==> config.mk <==
export PLATFORM = sky130hd
export DESIGN_NAME = vga_timing_gen
export DESIGN_NICKNAME = d
export VERILOG_FILES = /design/src/rtl/vga_pkg.sv /design/src/rtl/sync_delay_line.sv /design/src/rtl/vga_timing_gen.sv
export SDC_FILE = /design/constraint.sdc
export NUM_CORES = 1
export LEC_CHECK = 0
export BUFFER_PORTS_ARGS = -buffer_cell sky130_fd_sc_hd__clkbuf_2
export CAP_MARGIN = 20
export CORE_MARGIN = 2
export CORE_UTILIZATION = 50
export CTS_BUF_LIST = sky130_fd_sc_hd__clkbuf_2
export DETAILED_ROUTE_END_ITERATION = 6
export PLACE_DENSITY = 0.84
export SYNTH_ARGS = -nofsm -noshare
export SYNTH_HDL_FRONTEND = slang
export SYNTH_SLANG_ARGS = --single-unit
==> constraint.sdc <==
create_clock -name clk -period 2.03 [get_ports clk]
set_input_delay 0.203 -clock clk [delete_from_list [all_inputs] [get_ports clk]]
set_output_delay 0.203 -clock clk [all_outputs]
set_load 0.02 [all_outputs]
==> src/rtl/vga_pkg.sv <==
// ---------------------------------------------------------------------------
// vga_pkg
//   Shared raster definitions for everything that consumes VGA coordinates
//   (background, pipes, bird and score readers, and the timing generator).
//   Holds the 640x480@60 default timing, the derived line/frame totals and
//   the coordinate types sized to hold those totals.
// ---------------------------------------------------------------------------
package vga_pkg;

  localparam int unsigned X_W = 11;
  localparam int unsigned Y_W = 10;

  typedef logic [X_W-1:0] coord_x_t;
  typedef logic [Y_W-1:0] coord_y_t;

  // 640x480@60 Hz default horizontal timing, in pixels.
  localparam int unsigned H_ACTIVE = 640;
  localparam int unsigned H_FP     = 16;
  localparam int unsigned H_SYNC   = 96;
  localparam int unsigned H_BP     = 48;

  // Default vertical timing, in lines.
  localparam int unsigned V_ACTIVE = 480;
  localparam int unsigned V_FP     = 10;
  localparam int unsigned V_SYNC   = 2;
  localparam int unsigned V_BP     = 33;

  localparam int unsigned H_TOTAL = H_ACTIVE + H_FP + H_SYNC + H_BP;  // 800
  localparam int unsigned V_TOTAL = V_ACTIVE + V_FP + V_SYNC + V_BP;  // 525

endpackage : vga_pkg

==> src/rtl/sync_delay_line.sv <==
// ---------------------------------------------------------------------------
// sync_delay_line
//   DEPTH-stage shift register that delays a W-bit bundle by DEPTH enabled
//   clocks. DEPTH == 0 is a plain wire.
// Ports
//   clk      in   1   clock, posedge
//   rst_n    in   1   synchronous active-low reset; loads rst_val into every stage
//   en       in   1   shift enable; 0 holds every stage
//   rst_val  in   W   value every stage takes on reset
//   d        in   W   input bundle
//   q        out  W   input bundle delayed by DEPTH enabled clocks
// ---------------------------------------------------------------------------
module sync_delay_line #(
  parameter int unsigned W     = 3,
  parameter int unsigned DEPTH = 2
) (
  input  logic         clk,
  input  logic         rst_n,
  input  logic         en,
  input  logic [W-1:0] rst_val,
  input  logic [W-1:0] d,
  output logic [W-1:0] q
);

  if (DEPTH == 0) begin : g_pass
    assign q = d;

    // Clock, reset and enable have no function in the pass-through case.
    logic unused_ctrl;
    assign unused_ctrl = &{1'b0, clk, rst_n, en, rst_val};
  end else begin : g_pipe
    logic [W-1:0] stage [DEPTH];

    // NOTE: every stage is reset, not just the last one; otherwise stale
    // sync/blank values already in flight would reach the output after a
    // mid-frame reset and show up as a partial pulse.
    always_ff @(posedge clk) begin
      if (!rst_n) begin
        for (int i = 0; i < int'(DEPTH); i++) stage[i] <= rst_val;
      end else if (en) begin
        stage[0] <= d;
        for (int i = 1; i < int'(DEPTH); i++) stage[i] <= stage[i-1];
      end
    end

    assign q = stage[DEPTH-1];
  end

endmodule : sync_delay_line

==> src/rtl/vga_timing_gen.sv <==
// ---------------------------------------------------------------------------
// vga_timing_gen
//   VGA raster generator. x/y are the live, undelayed pixel coordinates so
//   ROM readers can issue addresses early; hsync/vsync/video_on are delayed
//   by SYNC_DELAY clocks so they line up with ROM-latency-delayed RGB.
// Ports
//   clk         in   1   system clock, posedge
//   rst_n       in   1   synchronous active-low reset
//   en          in   1   run enable; 0 freezes counters, divider and delay line
//   x           out  11  horizontal count 0..H_TOTAL-1
//   y           out  10  vertical count 0..V_TOTAL-1
//   pix_tick    out  1   x/y advance on this clock edge
//   line_tick   out  1   pix_tick on the last pixel of a line
//   frame_tick  out  1   pix_tick on the last pixel of a frame
//   hsync       out  1   horizontal sync, SYNC_POL level when active, delayed
//   vsync       out  1   vertical sync, SYNC_POL level when active, delayed
//   video_on    out  1   inside the visible area, delayed
// ---------------------------------------------------------------------------
module vga_timing_gen #(
  parameter int unsigned H_ACTIVE   = vga_pkg::H_ACTIVE,
  parameter int unsigned H_FP       = vga_pkg::H_FP,
  parameter int unsigned H_SYNC     = vga_pkg::H_SYNC,
  parameter int unsigned H_BP       = vga_pkg::H_BP,
  parameter int unsigned V_ACTIVE   = vga_pkg::V_ACTIVE,
  parameter int unsigned V_FP       = vga_pkg::V_FP,
  parameter int unsigned V_SYNC     = vga_pkg::V_SYNC,
  parameter int unsigned V_BP       = vga_pkg::V_BP,
  parameter int unsigned PIX_DIV    = 1,
  parameter int unsigned SYNC_DELAY = 2,
  parameter bit          SYNC_POL   = 1'b0
) (
  input  logic        clk,
  input  logic        rst_n,
  input  logic        en,
  output logic [10:0] x,
  output logic [9:0]  y,
  output logic        pix_tick,
  output logic        line_tick,
  output logic        frame_tick,
  output logic        hsync,
  output logic        vsync,
  output logic        video_on
);

  import vga_pkg::*;

  localparam int unsigned H_TOT    = H_ACTIVE + H_FP + H_SYNC + H_BP;
  localparam int unsigned V_TOT    = V_ACTIVE + V_FP + V_SYNC + V_BP;
  localparam int unsigned HS_START = H_ACTIVE + H_FP;
  localparam int unsigned HS_END   = HS_START + H_SYNC;
  localparam int unsigned VS_START = V_ACTIVE + V_FP;
  localparam int unsigned VS_END   = VS_START + V_SYNC;
  localparam int unsigned DIV_W    = (PIX_DIV > 1) ? $clog2(PIX_DIV) : 1;

  // Elaboration-time parameter sanity checks.
  if (H_TOT >= 2048) begin : g_bad_h_total
    $error("vga_timing_gen: H_TOTAL must be < 2048");
  end
  if (V_TOT >= 1024) begin : g_bad_v_total
    $error("vga_timing_gen: V_TOTAL must be < 1024");
  end
  if (PIX_DIV < 1) begin : g_bad_pix_div
    $error("vga_timing_gen: PIX_DIV must be >= 1");
  end
  if (SYNC_DELAY > 7) begin : g_bad_sync_delay
    $error("vga_timing_gen: SYNC_DELAY must be <= 7");
  end

  // -------------------------------------------------------------------------
  // Pixel divider and raster counters
  // -------------------------------------------------------------------------
  logic [DIV_W-1:0] div;
  logic             div_last;
  logic             x_last;
  logic             y_last;

  assign div_last = (div == DIV_W'(PIX_DIV - 1));
  assign x_last   = (x == coord_x_t'(H_TOT - 1));
  assign y_last   = (y == coord_y_t'(V_TOT - 1));

  // Ticks are combinational so they coincide with the edge that moves x/y.
  // They are also held low while reset is asserted, since no advance happens
  // on that edge.
  assign pix_tick   = en & rst_n & div_last;
  assign line_tick  = pix_tick & x_last;
  assign frame_tick = line_tick & y_last;

  // NOTE: state registers use non-blocking assignments only, so every read
  // in this block sees the pre-edge value regardless of statement order.
  always_ff @(posedge clk) begin
    if (!rst_n) begin
      div <= '0;
      x   <= '0;
      y   <= '0;
    end else if (en) begin
      div <= div_last ? '0 : div + DIV_W'(1);
      if (div_last) begin
        if (x_last) begin
          x <= '0;
          y <= y_last ? '0 : y + coord_y_t'(1);
        end else begin
          x <= x + coord_x_t'(1);
        end
      end
    end
  end

  // -------------------------------------------------------------------------
  // Raw sync/blank decode from the registered coordinates (active-high)
  // -------------------------------------------------------------------------
  logic hs_raw;
  logic vs_raw;
  logic vo_raw;

  assign hs_raw = (x >= coord_x_t'(HS_START)) && (x < coord_x_t'(HS_END));
  assign vs_raw = (y >= coord_y_t'(VS_START)) && (y < coord_y_t'(VS_END));
  assign vo_raw = (x < coord_x_t'(H_ACTIVE)) && (y < coord_y_t'(V_ACTIVE));

  // -------------------------------------------------------------------------
  // Delay line: shifts every enabled clock (not per pixel) so the delay is
  // measured in clocks, matching ROM read latency. Resets to inactive/blank.
  // -------------------------------------------------------------------------
  logic [2:0] dly_q;

  sync_delay_line #(
    .W     (3),
    .DEPTH (SYNC_DELAY)
  ) u_sync_delay_line (
    .clk     (clk),
    .rst_n   (rst_n),
    .en      (en),
    .rst_val (3'b000),
    .d       ({hs_raw, vs_raw, vo_raw}),
    .q       (dly_q)
  );

  // Polarity is applied after the delay so the pipeline stays active-high.
  assign hsync    = dly_q[2] ^ ~SYNC_POL;
  assign vsync    = dly_q[1] ^ ~SYNC_POL;
  assign video_on = dly_q[0];

endmodule : vga_timing_gen

Word level (Yosys, flattened, before mapping)
Memory sizes are Yosys's and may differ from the RTL's. Cells that the tools add are included. Widths: inputs -> output; s select.

Bits in registers: 22. Memory bits (writable): 6. Input bits: 3. Word-level logic and storage cells: 38. Memories: 1.

$add $sub $neg: 3. Magnitude comparators: 6. Equality and inequality tests: 2. Muxes and demuxes: 9. Bitwise operators: 9. Reductions and logical operators: 5.

Memory list: u_sync_delay_line.g_pipe.stage (depth 2, width 3, read ports 2, clocked after Yosys merged registers in 0, wr ports 2, RTL line sync_delay_line.sv:32) `logic [W-1:0] stage [DEPTH];`.

Operator list (count): $lt 11x10->1 const B (2); $lt 10x9->1 const B (2); $add 11x1->11 const B (1); $eq 11x10->1 const B (1); $ge 11x10->1 const B (1); $mux 11 (1); $add 10x1->10 const B (1); $eq 10x10->1 const B (1); $ge 10x9->1 const B (1); $mux 10 (1); $mux 3 (2); $mux 1 (5); $and 1x1->1 (4); $logic_and 1x1->1 (3); $not 1->1 (3); $reduce_and 3->1 (1); $or 1x1->1 (2); $reduce_and 2->1 (1); $add 1x1->1 const B (1).

Longest topological paths before layout
Depth after elaboration: 4. Depth in mapped cells: 6. Mapped depth without buffers: 6.

Modules after synthesis
A second synthesis with hierarchy kept.

Cell total of the unflattened synthesis: 157. Area total of the unflattened synthesis: 1457.6 um^2.

Modules (own cells, without submodules): vga_timing_gen (instances 1, cells each 140, area an instance 1146.1 um^2); sync_delay_line (instances 1, cells each 17, area an instance 311.5 um^2).

Worst setup path after synthesis
OpenSTA, ideal clock, no wires.

Kind: flip-flop to flip-flop. From: register x[4]. To: register y[7]. Arrival time: 2192 ps. Data required time: 1961 ps. Setup slack: -232 ps. Cell stages (with the launch flop): 7. Path buffers: 2. Period minus slack after synthesis: 2262 ps. Cells stage by stage: dfxtp_1 > buf_4 > or4b_4 > or3_1 > clkbuf_2 > or4_1 > o21ai_1.

Longest elaborated chain between the ends: 2.

Ends and longest elaborated chain: start, declared (RTL line vga_timing_gen.sv:35) `output logic [10:0] x,`; start signal, assigned (RTL line vga_timing_gen.sv:102) `x <= x + coord_x_t'(1);`; $eq 11x10->1 (RTL line vga_timing_gen.sv:78) `assign x_last = (x == coord_x_t'(H_TOT - 1));`; $reduce_and 3->1 (no source line); end signal, assigned (RTL line vga_timing_gen.sv:100) `y <= y_last ? '0 : y + coord_y_t'(1);`; end, declared (RTL line vga_timing_gen.sv:36) `output logic [9:0] y,`.

Every way passes these cells. A chain may end at the register's enable or synchronous reset.

Final worst setup path
From: register y[5]. To: output port frame_tick.

Longest elaborated chain between the ends: 2.

Ends and longest elaborated chain: $eq 10x10->1 (RTL line vga_timing_gen.sv:79) `assign y_last = (y == coord_y_t'(V_TOT - 1));`; $and 1x1->1 (RTL line vga_timing_gen.sv:86) `assign frame_tick = line_tick & y_last;`; end, declared (RTL line vga_timing_gen.sv:39) `output logic frame_tick,`.

Every way passes these cells.

==> flow_metrics.py <==
metrics = {
    "drt": {
        "drt_iter0_drc": 43,
        "ant_nets": 0,
        "wl_per_cell_um": 15.0,
        "drc_errors": 0,
        "vias_per_cell": 5.78,
        "firstDrtPassIters": 4,
        "wl_um": 3360,
        "vias": 1295,
    },
    "clock_network": {
        "numCtsBuffers": 3,
        "clockBufferDepth": 2,
        "clkLatencyLatePin_ps": 380,
        "cts_tree": "done",
        "clk_pin_slew_ps": 250,
        "ctsRootBufferMaster": "clkbuf_2",
        "h-tree-depth": 1,
        "cts_sinks": 27,
    },
    "layout": {
        "syn_to_final_growth_pct": 27.6,
        "stdcell_count": 224,
        "design_area_um2": 1740,
        "nets": 203,
        "fill_cells": 185,
        "drive_gt1_share_pct": 36.1,
        "antenna_cells": 0,
    },
    "synthesis": {
        "yosysWarnings": 0,
        "syn_nets": 159,
        "synth_seq_cells": 27,
        "synth_edf_count": 6,
        "async_reset_ff_share_pct": 0,
        "synthCells": 151,
        "synth_area_leader_cell": "dfxtp_1",
        "netlist_top_cells_area": "dfxtp_1, edfxtp_1, ha_1",
        "synthMostInstantiatedCell": "dfxtp_1",
        "syn_avg_cell_area_um2": 9.05,
        "synth_top_cell_area_share_pct": 30.8,
        "yosys-top-cells-count": "dfxtp_1, nor2_1, inv_1",
        "synth_sequential_area_ratio_pct": 44.0,
        "netlist_area_um2": 1370,
        "synth_cell_type_count": 41,
        "synthFlopType": "dfxtp_1",
    },
    "grt": {
        "grt_pass1_vias": 1185,
        "grt_max_degree": 20,
        "grt_usage_pct": 22.4,
        "grt_antenna_before_repair": 0,
        "grt_pass1_wl_um": 5580,
        "gr-total-overflow": 0,
    },
    "setup_path": {
        "r2r_cells": 4,
        "cp_max_fo": 2,
        "critPathCaptureType": "primary output",
        "critPathRequiredTime_ps": 1830,
        "critical_path_arrival_ps": 1950,
        "criticalPathCategory": "flip-flop to primary output",
        "cp-start-kind": "flip-flop",
    },
    "hold_path": {
        "min_path_type": "primary input to flip-flop",
        "hold_path_depth": 2,
    },
    "run_status": {
        "status": "complete, but fails checks",
        "violations": "negative setup slack",
    },
    "floorplan": {
        "core-area_um2": 2520,
        "die_h_um": 56.3,
        "io_pins": 30,
        "die_x_um": 56.3,
        "fp.dieArea_um2": 3170,
        "num_rows": 18,
        "start_util_pct": 54.2,
    },
    "pwr": {
        "ir_drop_uv": 343,
        "power.total_uw": 834,
        "power_density_nw_per_um2": 478,
        "p_leak_uw": 0.000720,
    },
    "run": {
        "cap_violations": 0,
    },
    "timing": {
        "fin_crit_sh_pct": 106,
        "period_minus_slack_ps": 2150,
        "fmax_mhz": 465,
        "rsz0062_at_grt": "yes",
        "max_slew_margin_pct": 75.3,
        "max_slew.worst_pin.slew_ps": 366,
        "worst_slack_ps": -121,
        "hold_viol": 0,
        "setup_violations": 2,
        "final.setup.tns_ps": -204,
        "final_max_slew_viol_count": 0,
        "finClkSkew_ps": 5.31,
    },
    "placed_design": {
        "portBuffers": 29,
        "place_congestion": 0.869,
        "hpwlAfterDp_um": 2380,
        "placed_cell_area_um2": 1610,
        "place_inst": 214,
    },
}
[area by class of cell]
cell class	count	area [µm²]	area share, %
multi-input cells	107	741	42.5
inverters	11	41.3	2.37
flip-flops and latches	27	622	35.7
repair buffers	45	282	16.2
clock buffers	4	20.0	1.15
well taps	30	37.5	2.15
[registers in the layout (all words and copies together) (netlist names)]
| register | cells |
|---|---|
| u_sync_delay_line.g_pipe.stage | 6 |
| x | 11 |
| y | 10 |
[layout by cell type (no fill, tap or decap), drive strengths merged, types with 2 or more instances in the layout]
master   n
a21boi   2
xor2     4
inv     11
clkbuf  31
nor2    14
or3      6
o21ai    8
or4      5
nand4    5
nand3    6
and4     2
and3     4
ha       5
and2     2
xnor2    6
nor4     3
nand3b   2
nand2   10
mux2i    2
o31ai    2
nor3     5
edfxtp   6
dfxtp   21
buf     18
[where the power goes]
group,switching (µW),internal (µW),leakage [µW]
Combinational,35.5,18.1,0.000462
Sequential,7.02,556,0.000242
Clock,165,51.9,0.0000166
Total,208,626,0.000720
[final timing paths]
check	startpoint	end	slack, ps
worst max-delay path	y[5]	frame_tick	-120
worst min-delay path	en	u_sync_delay_line.g_pipe.stage[0][3]	220
worst max register to register	x[10]	y[4]	10
worst min register to register	y[7]	y[7]	560
[critical path, cell delays in order, from the launching register on]
cell,delay (ps)
dfxtp_4,400
or4_4,540
or3_1,370
nor2_2,140
buf_6,130
[layer usage]
layer / track usage [%] / wire (µm)
met1: 27.6 / 1480
met2: 39.2 / 1680
met3: 3.00 / 137
met4: 9.18 / 69
met5: 0 / 0
[kinds of logic (layout without fill, tap and decap cells)]
family,count (synthesis),after routing,synth area share [%]
and+or+nand+nor,70,70,28.6
muxes,3,3,2.29
xor gates and xnor gates,10,10,6.41
buffers and inverters,17,60,5.04
adders and majority gates,5,5,4.58
DFF,27,27,44.0
AOI/OAI and AO/OA,19,19,9.16
[through the flow]
| step | hold WS (ps) | worst slack [ps] | utilization [%] |
|---|---|---|---|
| CTS | 209 | -128 | 67.9 |
| detailed placement | 492 | 28.4 | 64.0 |
| floorplan | 426 | -53.2 | - |
| global placement | 476 | 108 | 64.0 |
| finish | 215 | -121 | 69.1 |
| global route | 202 | -217 | 69.1 |
[what timing repair did]
action / in CTS / in global routing
hold buffers: 0 / 0
pin swaps: 5 / 3
setup endpoints to repair: 3 / 8
setup buffers: 5 / 1
gates cloned: 0 / 0
gates resized for setup: 13 / 9
No activity file was read; power rests on OpenSTA's default activity.
